<file path="src/rtl/mc_pkg.sv">
// Shared types and constants for the multicycle MIPS controller.
package mc_pkg;

    // FSM state encoding; codes 14 and 15 are unused and recover to S_FETCH.
    typedef enum logic [3:0] {
        S_FETCH   = 4'd0,
        S_DECODE  = 4'd1,
        S_MEMADR  = 4'd2,
        S_MEMRD   = 4'd3,
        S_MEMWB   = 4'd4,
        S_MEMWR   = 4'd5,
        S_RTYPEEX = 4'd6,
        S_RTYPEWB = 4'd7,
        S_BREX    = 4'd8,
        S_IMMEX   = 4'd9,
        S_IMMWB   = 4'd10,
        S_JEX     = 4'd11,
        S_JALEX   = 4'd12,
        S_JREX    = 4'd13
    } statetype_t;

    localparam logic [5:0] OP_RTYPE = 6'b000000;
    localparam logic [5:0] OP_LW    = 6'b100011;
    localparam logic [5:0] OP_SW    = 6'b101011;
    localparam logic [5:0] OP_LBU   = 6'b100100;
    localparam logic [5:0] OP_LH    = 6'b100001;
    localparam logic [5:0] OP_BEQ   = 6'b000100;
    localparam logic [5:0] OP_BNE   = 6'b000101;
    localparam logic [5:0] OP_ADDI  = 6'b001000;
    localparam logic [5:0] OP_ANDI  = 6'b001100;
    localparam logic [5:0] OP_ORI   = 6'b001101;
    localparam logic [5:0] OP_J     = 6'b000010;
    localparam logic [5:0] OP_JAL   = 6'b000011;

    localparam logic [5:0] FUNCT_JR = 6'b001000;

    localparam logic [2:0] ALUOP_ADD   = 3'b000;
    localparam logic [2:0] ALUOP_SUB   = 3'b001;
    localparam logic [2:0] ALUOP_FUNCT = 3'b010;
    localparam logic [2:0] ALUOP_AND   = 3'b011;
    localparam logic [2:0] ALUOP_OR    = 3'b100;

    // Complete datapath control word, first field is the MSB.
    typedef struct packed {
        logic       mem_req;
        logic       iord;
        logic       memwrite;
        logic       irwrite;
        logic       pcwrite;
        logic [1:0] pcsrc;
        logic       alusrca;
        logic [1:0] alusrcb;
        logic       immzero;
        logic [2:0] aluop;
        logic       regwrite;
        logic       regdst;
        logic       memtoreg;
        logic       link;
        logic       half;
        logic       b;
        logic       lbu;
        logic       illegal_op;
    } ctrl_t;

    // True for every opcode the controller knows how to sequence.
    function automatic logic op_legal(logic [5:0] op);
        case (op)
            OP_RTYPE, OP_LW, OP_SW, OP_LBU, OP_LH, OP_BEQ, OP_BNE,
            OP_ADDI, OP_ANDI, OP_ORI, OP_J, OP_JAL: op_legal = 1'b1;
            default:                                op_legal = 1'b0;
        endcase
    endfunction

endpackage

</file>
<file path="src/rtl/mc_outdec.sv">
// Moore output decoder: state (plus op, mem_ready, zero where needed) to control word.
module mc_outdec
    import mc_pkg::*;
(
    input  statetype_t  state,
    input  logic [5:0]  op,
    input  logic        mem_ready,
    input  logic        zero,
    output ctrl_t       ctrl
);

    // Per-state control word; everything not named in a state stays 0.
    always_comb begin
        ctrl = '0;
        case (state)
            S_FETCH: begin
                ctrl.mem_req = 1'b1;
                ctrl.alusrcb = 2'b01;
                ctrl.aluop   = ALUOP_ADD;
                ctrl.irwrite = mem_ready;
                ctrl.pcwrite = mem_ready;
            end
            S_DECODE: begin
                ctrl.alusrcb    = 2'b11;
                ctrl.aluop      = ALUOP_ADD;
                ctrl.illegal_op = !op_legal(op);
            end
            S_MEMADR: begin
                ctrl.alusrca = 1'b1;
                ctrl.alusrcb = 2'b10;
                ctrl.aluop   = ALUOP_ADD;
            end
            S_MEMRD: begin
                ctrl.mem_req = 1'b1;
                ctrl.iord    = 1'b1;
            end
            S_MEMWB: begin
                ctrl.regwrite = 1'b1;
                ctrl.memtoreg = 1'b1;
                ctrl.b        = (op == OP_LBU);
                ctrl.lbu      = (op == OP_LBU);
                ctrl.half     = (op == OP_LH);
            end
            S_MEMWR: begin
                ctrl.mem_req  = 1'b1;
                ctrl.iord     = 1'b1;
                ctrl.memwrite = mem_ready;
            end
            S_RTYPEEX: begin
                ctrl.alusrca = 1'b1;
                ctrl.aluop   = ALUOP_FUNCT;
            end
            S_RTYPEWB: begin
                ctrl.regwrite = 1'b1;
                ctrl.regdst   = 1'b1;
            end
            S_BREX: begin
                // Branch taken when zero disagrees with the bne sense.
                ctrl.alusrca = 1'b1;
                ctrl.aluop   = ALUOP_SUB;
                ctrl.pcsrc   = 2'b01;
                ctrl.pcwrite = zero ^ (op == OP_BNE);
            end
            S_IMMEX: begin
                ctrl.alusrca = 1'b1;
                ctrl.alusrcb = 2'b10;
                ctrl.immzero = (op == OP_ANDI) || (op == OP_ORI);
                if (op == OP_ANDI)     ctrl.aluop = ALUOP_AND;
                else if (op == OP_ORI) ctrl.aluop = ALUOP_OR;
                else                   ctrl.aluop = ALUOP_ADD;
            end
            S_IMMWB: begin
                ctrl.regwrite = 1'b1;
            end
            S_JEX: begin
                ctrl.pcsrc   = 2'b10;
                ctrl.pcwrite = 1'b1;
            end
            S_JALEX: begin
                ctrl.pcsrc    = 2'b10;
                ctrl.pcwrite  = 1'b1;
                ctrl.regwrite = 1'b1;
                ctrl.link     = 1'b1;
            end
            S_JREX: begin
                ctrl.pcsrc   = 2'b11;
                ctrl.pcwrite = 1'b1;
            end
            default: ctrl = '0;
        endcase
    end

endmodule

</file>
<file path="src/rtl/multicycle_controller.sv">
// Multicycle MIPS controller: state register, next-state logic and output decode.
//
// Memory handshake: mem_req is a request (valid) held high for the whole of
// S_FETCH, S_MEMRD and S_MEMWR; the access completes in the cycle mem_ready
// (ready) is 1, and only then does the FSM leave the state. irwrite, pcwrite
// and memwrite are qualified by mem_ready so they fire exactly once.
module multicycle_controller
    import mc_pkg::*;
#(
    parameter statetype_t RESET_STATE = S_FETCH
)
(
    input  logic       clk,
    input  logic       reset,
    input  logic [5:0] op,
    input  logic [5:0] funct,
    input  logic       zero,
    input  logic       mem_ready,
    output logic       mem_req,
    output logic       iord,
    output logic       memwrite,
    output logic       irwrite,
    output logic       pcwrite,
    output logic [1:0] pcsrc,
    output logic       alusrca,
    output logic [1:0] alusrcb,
    output logic       immzero,
    output logic [2:0] aluop,
    output logic       regwrite,
    output logic       regdst,
    output logic       memtoreg,
    output logic       link,
    output logic       half,
    output logic       b,
    output logic       lbu,
    output logic       illegal_op,
    output logic [3:0] state_dbg
);

    statetype_t state_q, state_d;
    ctrl_t      ctrl_raw;
    ctrl_t      ctrl_out;

    // State register with synchronous active-low reset.
    always_ff @(posedge clk) begin
        if (!reset) state_q <= RESET_STATE;
        else        state_q <= state_d;
    end

    // Next-state logic; memory states wait for mem_ready.
    always_comb begin
        state_d = S_FETCH;
        case (state_q)
            S_FETCH:  state_d = mem_ready ? S_DECODE : S_FETCH;
            S_DECODE: begin
                case (op)
                    OP_LW, OP_SW, OP_LBU, OP_LH: state_d = S_MEMADR;
                    OP_RTYPE: state_d = (funct == FUNCT_JR) ? S_JREX : S_RTYPEEX;
                    OP_BEQ, OP_BNE:              state_d = S_BREX;
                    OP_ADDI, OP_ANDI, OP_ORI:    state_d = S_IMMEX;
                    OP_J:                        state_d = S_JEX;
                    OP_JAL:                      state_d = S_JALEX;
                    default:                     state_d = S_FETCH;
                endcase
            end
            S_MEMADR:  state_d = (op == OP_SW) ? S_MEMWR : S_MEMRD;
            S_MEMRD:   state_d = mem_ready ? S_MEMWB : S_MEMRD;
            S_MEMWR:   state_d = mem_ready ? S_FETCH : S_MEMWR;
            S_RTYPEEX: state_d = S_RTYPEWB;
            S_IMMEX:   state_d = S_IMMWB;
            default:   state_d = S_FETCH;
        endcase
    end

    mc_outdec u_outdec (
        .state     (state_q),
        .op        (op),
        .mem_ready (mem_ready),
        .zero      (zero),
        .ctrl      (ctrl_raw)
    );

    // Hold every output low while reset is asserted, aborting any access in flight.
    always_comb begin
        ctrl_out = '0;
        if (reset) ctrl_out = ctrl_raw;
    end

    assign mem_req    = ctrl_out.mem_req;
    assign iord       = ctrl_out.iord;
    assign memwrite   = ctrl_out.memwrite;
    assign irwrite    = ctrl_out.irwrite;
    assign pcwrite    = ctrl_out.pcwrite;
    assign pcsrc      = ctrl_out.pcsrc;
    assign alusrca    = ctrl_out.alusrca;
    assign alusrcb    = ctrl_out.alusrcb;
    assign immzero    = ctrl_out.immzero;
    assign aluop      = ctrl_out.aluop;
    assign regwrite   = ctrl_out.regwrite;
    assign regdst     = ctrl_out.regdst;
    assign memtoreg   = ctrl_out.memtoreg;
    assign link       = ctrl_out.link;
    assign half       = ctrl_out.half;
    assign b          = ctrl_out.b;
    assign lbu        = ctrl_out.lbu;
    assign illegal_op = ctrl_out.illegal_op;
    assign state_dbg  = state_q;

endmodule

</file>
<file path="config.mk">
export PLATFORM = sky130hd
export DESIGN_NAME = multicycle_controller
export DESIGN_NICKNAME = d
export VERILOG_FILES = /design/src/rtl/mc_pkg.sv /design/src/rtl/mc_outdec.sv /design/src/rtl/multicycle_controller.sv
export SDC_FILE = /design/constraint.sdc
export NUM_CORES = 1
export LEC_CHECK = 0
export ABC_AREA = 1
export CORE_MARGIN = 4
export CORE_UTILIZATION = 35
export CTS_BUF_LIST = sky130_fd_sc_hd__clkbuf_8
export DETAILED_ROUTE_END_ITERATION = 10
export PLACE_DENSITY = 0.78
export SYNTH_ARGS = -nofsm -noshare
export SYNTH_HDL_FRONTEND = slang
export SYNTH_SLANG_ARGS = --single-unit
</file>
<file path="constraint.sdc">
create_clock -name clk -period 1.12 [get_ports clk]
set_input_delay 0.224 -clock clk [delete_from_list [all_inputs] [get_ports clk]]
set_output_delay 0.224 -clock clk [all_outputs]
set_load 0.1 [all_outputs]
</file>
==> results of run 1 <==
==> metrics by stage <==
stage	area, um2	TNS, ns
after global placement	1990	-15.56
after floorplan	1010	-18.19
==> cell families after synthesis <==
group / after synthesis
and+or+nand+nor: 93
buffers and inverters: 31
AOI/OAI and AO/OA: 21
DFF: 4
==> flow_summary_export.csv, run 1 <==
group,metric,value,unit
synthesis,synth_top_family_by_area,"simple AND/OR/NAND/NOR gates",
synthesis,synth.top_cells.by_count,"36 x nand2_1, 30 x nor2_1, 25 x inv_1, 13 x nand3_1, 10 x a21oi_1",
synthesis,synth_top_area_share,18.9,%
synthesis,ys_seq_area_share,11.2,%
floorplanning,io_pins,42,
synthesis,postSynth.asyncResetShare,0,%
floorplanning,die-height,53.2,um
synthesis,synth_area,714,um2
synthesis,synth_edf_count,0,
place,gp_congestion,0.876,
synthesis,ys.flop_type,"dfxtp_1",
synthesis,yosysMostFrequentCell,"nand2_1",
floorplanning,die_x,53.2,um
run_status,status,"stopped before the end",
synthesis,synthXorXnorAreaFrac,0,%
run_status,firstError,"[ERROR DPL-0038] Utilization greater than 100%, impossible to legalize",
run_status,failing_step,"detailed placement (3_5_place_dp)",
synthesis,yosys.area_share.simple,55.7,%
synthesis,synth_fa_ha_area_share,0,%
place,port_buffers,41,
synthesis,syn_avg_cell_area,4.79,um2
synthesis,postSynthRegisterBits,4,
floorplanning,core.rowCount,16,
synthesis,synth.net_count,165,
synthesis,yosysUniqueCellTypes,19,
synthesis,synthMuxAreaShare,0,%
synthesis,synth_largest_area_cell,"nand2_1",
floorplanning,initial_core_util,36.8,%
synthesis,synth_compound_area_share,16.3,%
synthesis,syn_inst,149,
synthesis,yosys_warnings,0,
synthesis,yosys-top-cells-area,"nand2_1 19%, nor2_1 16%, inv_1 13%",
==> run 2: changes to the inputs <==
- CORE_AREA: default -> 4 4 65 67
- CORE_MARGIN: 4 -> default
- CORE_UTILIZATION: 35 -> default
- CTS_BUF_LIST: sky130_fd_sc_hd__clkbuf_8 -> default
- DIE_AREA: default -> 0 0 69 71
- PLACE_DENSITY: 0.78 -> default
- PLACE_DENSITY_LB_ADDON: default -> 0.15
- clock period: 1.12 -> 1.45 ns (I/O delays scaled with it)
==> run 2 against run 1 <==
Synthesized area unchanged. The flow now finishes, with violations (setup timing). Synthesized cell count unchanged.
==> flow_summary_export.csv, run 2 <==
group,metric,value,unit
cells_and_area,area_delta_synth_final,260,%
hold_path,min_from,"op[2]",
floorplanning,coreArea,3630,um2
synthesis,ys.flop_type,"dfxtp_1",
timing,min_period_over_period,125,%
place,dp.cells,286,
cells_and_area,num_antenna_cells,0,
detailed_routing,vias_per_cell,4.54,
global_route,grt_max_degree,8,
detailed_routing,wl_per_cell,13.9,um
synthesis,yosys-top-cells-area,"nand2_1 19%, nor2_1 16%, inv_1 13%",
run_status,violations,"setup timing",
cells_and_area,final_common_cell,"buf_4",
detailed_routing,ant_nets,0,
cells_and_area,largest_register_ffs,4,
setup_path,crit_fanout,4,
cts,clkTransAtPathRegs,0.03,ns
synthesis,postSynth.asyncResetShare,0,%
setup_path,rr_worst_depth,10,
synthesis,synth_area,714,um2
cells_and_area,utilization,70.8,%
place,dpl.hpwl,2.90,mm
cells_and_area,layout_common_cells,"50 x buf_4, 28 x buf_12, 20 x nand2_1",
synthesis,postSynthRegisterBits,4,
setup_path,reg2reg_to,"state_dbg[0]",
floorplanning,die-area,4900,um2
run_status,status,"complete, but fails checks",
timing,period_minus_slack,1.82,ns
setup_path,cp.arrival,1.53,ns
cts,cts_root_buf,"clkbuf_8",
timing,slew_headroom,77.4,%
setup_path,rr_startpoint,"state_dbg[1]",
synthesis,synth.top_cells.by_count,"36 x nand2_1, 30 x nor2_1, 25 x inv_1, 13 x nand3_1, 10 x a21oi_1",
setup_path,r2r_slack,0,ns
timing,fmax,551,MHz
power_and_ir_drop,ir_worst_vdd,0.000431,V
timing,tightest_slew,0.339,ns
cells_and_area,fill_cells,276,
cts,cts_hold_buf,0,
floorplanning,io_pins,42,
cts,h-tree-depth,1,
detailed_routing,drcViolationCount,0,
floorplanning,die_x,69,um
synthesis,synth_top_area_share,18.9,%
timing,worst_slack,-0.366,ns
synthesis,yosysUniqueCellTypes,19,
place,place_area,2090,um2
cells_and_area,fin_area,2570,um2
global_route,grt_pass1_vias,1408,
place,gp_congestion,0.883,
global_route,grt_usage,16.1,%
hold_path,holdPathEnd,"state_dbg[1]",
setup_path,start_kind,"primary input",
timing,setup_viol,23,
hold_path,min-delay-path-class,"in2reg",
power_and_ir_drop,leakage,1.13,nW
timing,fin_skew,0.00271,ns
place,port_buffers,41,
floorplanning,core.rowCount,22,
cells_and_area,fin_cells,308,
power_and_ir_drop,pwr_density_cell,347,nW/um2
global_route,grt_pass1_wl,6.61,mm
cts,cts_tree,"yes",
setup_path,crit_required,1.16,ns
synthesis,syn_avg_cell_area,4.79,um2
synthesis,yosys_warnings,0,
cells_and_area,drive_above_1_share,72.7,%
detailed_routing,vias,1398,
global_route,antenna_found_initial,0,
setup_path,critPathKind,"in2out",
cts,clock_sinks,4,
cts,clk_path_buf_depth,2,
setup_path,critPathLaunch,"op[3]",
global_route,grt_overflow,0,
synthesis,synth.net_count,165,
timing,hold_viol_final,0,
cts,clock_latency,0.21,ns
synthesis,syn_inst,149,
cells_and_area,fin_nets,278,
synthesis,synth_largest_area_cell,"nand2_1",
detailed_routing,drt_first_pass_iters,4,
timing,rsz0062_at_grt,"true",
timing,maxSlewViolCount,0,
job,maxCapViolCount,0,
cts,cts_buffers,3,
synthesis,synth_edf_count,0,
synthesis,ys_seq_area_share,11.2,%
floorplanning,die-height,71,um
detailed_routing,drt_iter0_drc,34,
synthesis,yosysMostFrequentCell,"nand2_1",
detailed_routing,wirelength,4.29,mm
setup_path,endpoint_kind,"output pin",
floorplanning,initial_core_util,19.7,%
hold_path,holdPathStages,6,
==> run 2: timing repair <==
item                                    4_1_cts  5_1_grt
setup buffers                                15        4
cloned                                        1        0
resized for setup                            73       25
endpoints found under the setup margin       26       25
pin swaps                                    29       18
==> run 2: per-layer routing <==
metal	part of all wire (%)	wire length, um	global-route usage, %
met1	40	1700	19.5
met2	56	2400	29.8
met3	2.8	122	2.13
met4	1.6	69	3.69
met5	0	0	0
==> run 2: layout make-up <==
type | count | area (um2) | share of cell area (%)
Timing Repair Buffer | 110 | 1290 | 50.3
Multi-Input combinational cell | 114 | 943 | 36.7
Inverter | 29 | 139 | 5.40
Sequential cell | 4 | 95.1 | 3.69
Tap cell | 48 | 60.1 | 2.33
Clock buffer | 3 | 41.3 | 1.60
==> run 2: cell families after synthesis <==
family / after synthesis / synth area share [%]
compound gates: 21 / 16.3
flops: 4 / 11.2
simple gates: 93 / 55.7
buf+inv: 31 / 16.8
==> run 2: how the worst max path moves through the flow <==
stage | endpoint | slack [ns]
3_5_place_dp | pcwrite | -0.64
5_1_grt | pcwrite | -0.45
4_1_cts | alusrca | -0.34
3_3_place_gp | pcwrite | -0.63
6_report | pcwrite | -0.37
2_1_floorplan | lbu | -1.08
==> run 2: critical path, cell delays in order <==
cell	delay, ns
clkdlybuf4s15_1	0.24
nor2_2	0.17
nand3_2	0.13
o21bai_1	0.19
nand3_2	0.12
a21oi_4	0.19
buf_12	0.19
==> run 2: report_power, final <==
group	switching, mW	internal [mW]	total, mW
Sequential	0.00787	0.110	0.118
Combinational	0.304	0.246	0.550
Clock	0.0490	0.176	0.225
Total	0.361	0.532	0.893
==> run 2: metrics by stage <==
stage | power, mW | setup TNS (ns) | hold WS [ns] | setup slack, ns
after global placement | 0.582 | -11.07 | 0.766 | -0.627
after CTS | 0.873 | -5.21 | 0.700 | -0.337
final | 0.893 | -5.72 | 0.653 | -0.366
after floorplan | 0.361 | -11.63 | 0.465 | -1.08
after detailed placement | 0.584 | -11.14 | 0.765 | -0.643
after global routing | 0.937 | -6.95 | 0.683 | -0.446
Note: power is estimated with default switching activity, not from simulation.
==> run 3: changes to the inputs <==
- clock period: 1.45 -> 2.33 ns (I/O delays scaled with it)
==> run 3 against run 2 <==
The run now ends clean. Combinational power is 56% lower. Cell count is 18% lower. Clock skew is 0.0020 ns lower. Hold slack better by 0.019 ns. Clock power is 36% lower. Die area stayed put. Sequential cell count stayed put. Sequential power is 39% lower. Routed wire length is 34% lower. Via count is 20% lower. Largest power group unchanged.
==> flow_summary_export.csv, run 3 (synthesis gave the netlist of run 2 again) <==
group,metric,value,unit
run_status,status,"finished, final reports clean",
timing,rsz0062_at_grt,"false",
setup_path,reg2reg_to,"state_dbg[1]",
setup_path,crit_required,1.86,ns
global_route,grt_pass1_vias,1095,
floorplanning,io_pins,42,
cts,cts_root_buf,"clkbuf_8",
cells_and_area,multiInputGateArea,748,um2
floorplanning,die-area,4900,um2
setup_path,crit_fanout,17,
setup_path,rr_startpoint,"state_dbg[1]",
global_route,grt_max_degree,18,
cts,clk_path_buf_depth,2,
global_route,grt_pass1_wl,4.87,mm
hold_path,holdPathEnd,"state_dbg[2]",
job,maxCapViolCount,0,
place,dpl.hpwl,2.40,mm
cells_and_area,fill_cells,373,
setup_path,r2r_slack,0.99,ns
hold_path,min-delay-path-class,"reg2reg",
global_route,antenna_found_initial,0,
timing,hold_viol_final,0,
timing,finalSetupTns,0,ns
cells_and_area,seqCellArea,95.1,um2
cts,h-tree-depth,1,
place,gp_congestion,1.03,
timing,fmax,446,MHz
hold_path,holdPathStages,3,
cells_and_area,utilization,48.9,%
place,place_area,1720,um2
floorplanning,coreArea,3630,um2
timing,maxSlewViolCount,0,
detailed_routing,drt_iter0_drc,43,
cells_and_area,layout_common_cells,"31 x nand2_1, 24 x nor2_1, 22 x buf_12",
timing,period_minus_slack,2.24,ns
timing,slew_headroom,74.5,%
timing,tightest_slew,0.382,ns
cells_and_area,area_delta_synth_final,149,%
power_and_ir_drop,pwr_density_cell,258,nW/um2
timing,fin_hold_ws,0.672,ns
detailed_routing,wirelength,2.83,mm
cells_and_area,drive_above_1_share,44.9,%
power_and_ir_drop,fin_total_pwr,0.457,mW
cts,cts_tree,"yes",
cts,clock_latency,0.22,ns
detailed_routing,ant_nets,0,
power_and_ir_drop,leakage,0.739,nW
power_and_ir_drop,ir_worst_vdd,0.000181,V
detailed_routing,vias_per_cell,4.40,
detailed_routing,vias,1113,
cts,clkTransAtPathRegs,0.03,ns
cells_and_area,fin_nets,223,
setup_path,start_kind,"primary input",
detailed_routing,wl_per_cell,11.2,um
setup_path,rr_worst_depth,6,
hold_path,min_from,"state_dbg[0]",
detailed_routing,drt_first_pass_iters,4,
place,port_buffers,41,
timing,min_period_over_period,96.2,%
cts,clock_sinks,4,
cells_and_area,fin_area,1780,um2
setup_path,critPathLaunch,"reset",
global_route,grt_overflow,0,
cts,cts_buffers,3,
cts,cts_hold_buf,0,
floorplanning,initial_core_util,19.7,%
floorplanning,die_x,69,um
setup_path,endpoint_kind,"output pin",
global_route,grt_usage,11.7,%
timing,setup_viol,0,
timing,fin_skew,0.000673,ns
cells_and_area,num_antenna_cells,0,
setup_path,cp.arrival,1.78,ns
cells_and_area,largest_register_ffs,4,
floorplanning,core.rowCount,22,
cells_and_area,final_common_cell,"nand2_1",
setup_path,critPathKind,"in2out",
detailed_routing,drcViolationCount,0,
floorplanning,die-height,71,um
==> run 3: cell count changes in the layout (fill, tap and decap cells not counted), moves of 4 or more <==
cell | previous run | this run
inv_1 | 9 | 19
nor2_4 | 15 | 5
dlygate4sd2_1 | 2 | 6
nand2_2 | 7 | 3
nor2_1 | 13 | 24
buf_4 | 50 | 18
inv_4 | 8 | 1
nand2_4 | 9 | 2
buf_6 | 16 | 0
buf_12 | 28 | 22
nand2_1 | 20 | 31
==> run 3: final cells by class <==
type / count / share of cell area [%]
sequential: 4 / 5.36
multi-input combinational: 114 / 42.1
inverter: 29 / 6.34
tap: 48 / 3.38
clock buffer: 3 / 2.33
timing repair buffer: 55 / 40.5
==> run 3: per-layer routing <==
layer | vias up | share of wire (%) | global-route usage [%]
met1 | 494 | 43 | 14.6
met4 | 0 | 1.1 | 4.99
met2 | 28 | 51 | 19.5
li1 | 586 | - | -
met3 | 5 | 4.8 | 2.70
met5 | - | 0 | 0
==> run 3: per-stage QoR <==
stage          worst slack (ns)  std cells
3_3_place_gp             -0.110        249
6_report                 0.0889        253
4_1_cts                  0.0871        253
3_5_place_dp             -0.184        249
5_1_grt                  0.0290        253
2_1_floorplan            -0.380        149
==> run 3: where the power goes <==
group	switching, mW	total, mW	internal, mW
logic	0.155	0.241	0.0863
registers	0.00420	0.0725	0.0683
clock network	0.0338	0.144	0.110
total	0.193	0.457	0.264
==> run 3: repair_timing <==
action                                  in CTS  in global routing
setup buffers                                1                  0
endpoints found under the setup margin       5                  1
pin swaps                                    3                  0
gates resized for setup                      7                  2
==> run 3: worst max-delay path by stage <==
stage / end / slack (ns)
floorplan: lbu / -0.38
global placement: illegal_op / -0.11
detailed placement: illegal_op / -0.18
CTS: alusrca / 0.09
global route: pcwrite / 0.03
finish: alusrca / 0.09
==> run 3: critical path: stages <==
cell and delay, ns:
clkdlybuf4s50_1 0.50, clkinv_2 0.09, buf_4 0.26, a41oi_4 0.25, buf_12 0.21
==> run 4: changes to the inputs <==
- ABC_CLOCK_PERIOD_IN_PS: default -> 2330
- REMOVE_ABC_BUFFERS: default -> 1
==> run 4 against run 3 <==
Core utilization fell by 3.3 points. Cell area decreased by 6.8%. Non-clock buffer count is 13 higher. Routed wire length shrank 1.0%. First-iteration DRC count grew 130%. Sequential power up 3%. Register-to-register slack improved by 0.05 ns. Highest routed layer unchanged.
==> flow_summary_export.csv, run 4 (synthesis gave the netlist of run 2 again) <==
group,metric,value,unit
run_status,status,"finished, final reports clean",
timing,period_minus_slack,2.24,ns
setup_path,critPathKind,"in2out",
setup_path,cp.depth,10,
global_route,grtUsageMet2,20.0,%
cells_and_area,drive_above_1_share,33.5,%
global_route,grt_pass1_vias,1149,
power_and_ir_drop,pwr-share-comb,51.7,%
timing,min_period_over_period,96.1,%
timing,fin_skew,0.00110,ns
floorplanning,die_x,69,um
cells_and_area,layout_common_cells,"36 x nand2_1, 31 x buf_4, 29 x nor2_1",
cts,cts_buffers,3,
cts,clkTransAtPathRegs,0.03,ns
detailed_routing,vias_per_cell,4.39,
cells_and_area,utilization,45.6,%
power_and_ir_drop,power_frac_clock,31.6,%
setup_path,crit_buf_inv,4,
power_and_ir_drop,internal_power,0.270,mW
timing,tightest_slew,0.350,ns
place,gp_congestion,0.902,
cells_and_area,area_delta_synth_final,132,%
detailed_routing,wirelength,2.80,mm
setup_path,r2r_slack,1.04,ns
cts,cts_root_buf,"clkbuf_8",
cts,clock_sinks,4,
floorplanning,initial_core_util,19.7,%
floorplanning,coreArea,3630,um2
detailed_routing,vias,1167,
cells_and_area,num_antenna_cells,0,
setup_path,crit_family,"buffers and inverters",
power_and_ir_drop,pwr_density_cell,269,nW/um2
floorplanning,io_pins,42,
cts,clock_latency,0.21,ns
timing,worst_slack,0.0917,ns
global_route,antenna_found_initial,0,
cts,clk_path_buf_depth,2,
cts,cts_hold_buf,0,
cts,h-tree-depth,1,
floorplanning,core.rowCount,22,
setup_path,crit_fanout,3,
cells_and_area,fin_nets,236,
global_route,grt_usage,11.4,%
setup_path,crit_required,1.86,ns
setup_path,reg2reg_to,"state_dbg[0]",
global_route,busiest_layer,"met2",
global_route,grt_max_degree,11,
power_and_ir_drop,leakage,0.773,nW
setup_path,rr_worst_depth,6,
timing,setup_viol,0,
place,port_buffers,41,
floorplanning,die-height,71,um
global_route,grt_pass1_wl,4.83,mm
place,dp.cells,258,
timing,finalSetupTns,0,ns
power_and_ir_drop,seq_power_share,16.7,%
detailed_routing,ant_nets,0,
timing,slew_headroom,76.5,%
job,maxCapViolCount,0,
cells_and_area,final_common_cell,"nand2_1",
setup_path,path_common_cell,"nand2_1",
timing,fmax,447,MHz
global_route,grt_overflow,0,
cts,cts_tree,"yes",
cells_and_area,fin_cells,266,
setup_path,start_kind,"primary input",
setup_path,endpoint_kind,"output pin",
hold_path,min-delay-path-class,"reg2reg",
setup_path,cp.arrival,1.77,ns
setup_path,critPathLaunch,"op[5]",
cells_and_area,largest_register_ffs,4,
setup_path,rr_startpoint,"state_dbg[1]",
timing,maxSlewViolCount,0,
detailed_routing,drt_first_pass_iters,4,
place,dpl.hpwl,2.41,mm
global_route,use_met3,2.13,%
power_and_ir_drop,ir_worst_vdd,0.0000615,V
power_and_ir_drop,power.switching,0.176,mW
setup_path,setup.worst_path.end,"illegal_op",
detailed_routing,wl_per_cell,10.5,um
detailed_routing,drt_iter0_drc,98,
timing,rsz0062_at_grt,"false",
setup_path,cpPeakStageDelay,0.26,ns
power_and_ir_drop,sw_frac_of_total,39.5,%
floorplanning,die-area,4900,um2
place,pre_cts_slack,-0.0837,ns
timing,hold_viol_final,0,
cells_and_area,fill_cells,390,
global_route,grt_use_met1,14.0,%
setup_path,cp_slowest_cell,"dlygate4sd2_1",
detailed_routing,drcViolationCount,0,
setup_path,cp_cell_sequence,"dlygate4sd2_1 -> buf_4 -> inv_2 -> nor2_2 -> nand3_1 -> nand2_1 -> nor2_1 -> nand2_1 -> nor3_4 -> buf_12",
==> run 4: changes by cell type in the layout (fill, tap and decap cells not counted), sizes merged <==
cell / previous run / this run
buf: 40 / 53
clkinv: 1 / 0
inv: 28 / 29
==> run 4: cell type report <==
class | count | area (um2) | share of cell area, %
Multi-Input combinational cell | 114 | 549 | 33.2
Sequential cell | 4 | 80.1 | 4.84
Inverter | 29 | 109 | 6.58
Timing Repair Buffer | 68 | 816 | 49.3
Tap cell | 48 | 60.1 | 3.63
Clock buffer | 3 | 41.3 | 2.49
==> run 4: power by group through the flow <==
| stage | logic [mW] | clock network (mW) | registers [mW] |
|---|---|---|---|
| 2_1_floorplan | 0.106 | 0 | 0.0900 |
| 3_3_place_gp | 0.223 | 0 | 0.0752 |
| 3_5_place_dp | 0.224 | 0 | 0.0753 |
| 4_1_cts | 0.229 | 0.144 | 0.0743 |
| 5_1_grt | 0.243 | 0.147 | 0.0751 |
| 6_report | 0.230 | 0.141 | 0.0745 |
==> run 4: what timing repair did <==
item,4_1_cts,5_1_grt
setup endpoints to repair,7,6
gates resized for setup,10,4
pin swaps,7,1
setup buffers,5,0
==> run 4: routing by layer <==
| layer | share of wire (%) | wire [um] |
|---|---|---|
| met5 | 0 | 0 |
| met1 | 46 | 1280 |
| met3 | 5.3 | 147 |
| met4 | 0.21 | 6 |
| met2 | 49 | 1370 |
==> run 4: through the flow <==
step           cell area, um2  hold WS, ns  power [mW]
2_1_floorplan             703        0.643       0.196
3_3_place_gp             1550        0.709       0.298
3_5_place_dp             1550        0.722       0.299
4_1_cts                  1640        0.729       0.448
5_1_grt                  1660        0.818       0.465
6_report                 1660        0.731       0.446
==> run 4: tightest hold or removal path: cells and delay by family, from the launching register on <==
family                 cells  cell delay [ns]
flip-flops                 1             0.35
AND/OR/NAND/NOR            2             0.16
buffers and inverters      1             0.09
AO/OA/AOI/OAI              1             0.08
==> run 4: worst min-delay path by stage <==
stage	from	end	slack, ns	cells past startpoint
2_1_floorplan	mem_ready	state_dbg[2]	0.64	2
6_report	state_dbg[1]	state_dbg[2]	0.73	4
4_1_cts	state_dbg[0]	state_dbg[2]	0.73	3
3_5_place_dp	state_dbg[0]	state_dbg[2]	0.72	3
3_3_place_gp	state_dbg[0]	state_dbg[2]	0.71	3
5_1_grt	state_dbg[0]	state_dbg[2]	0.82	3
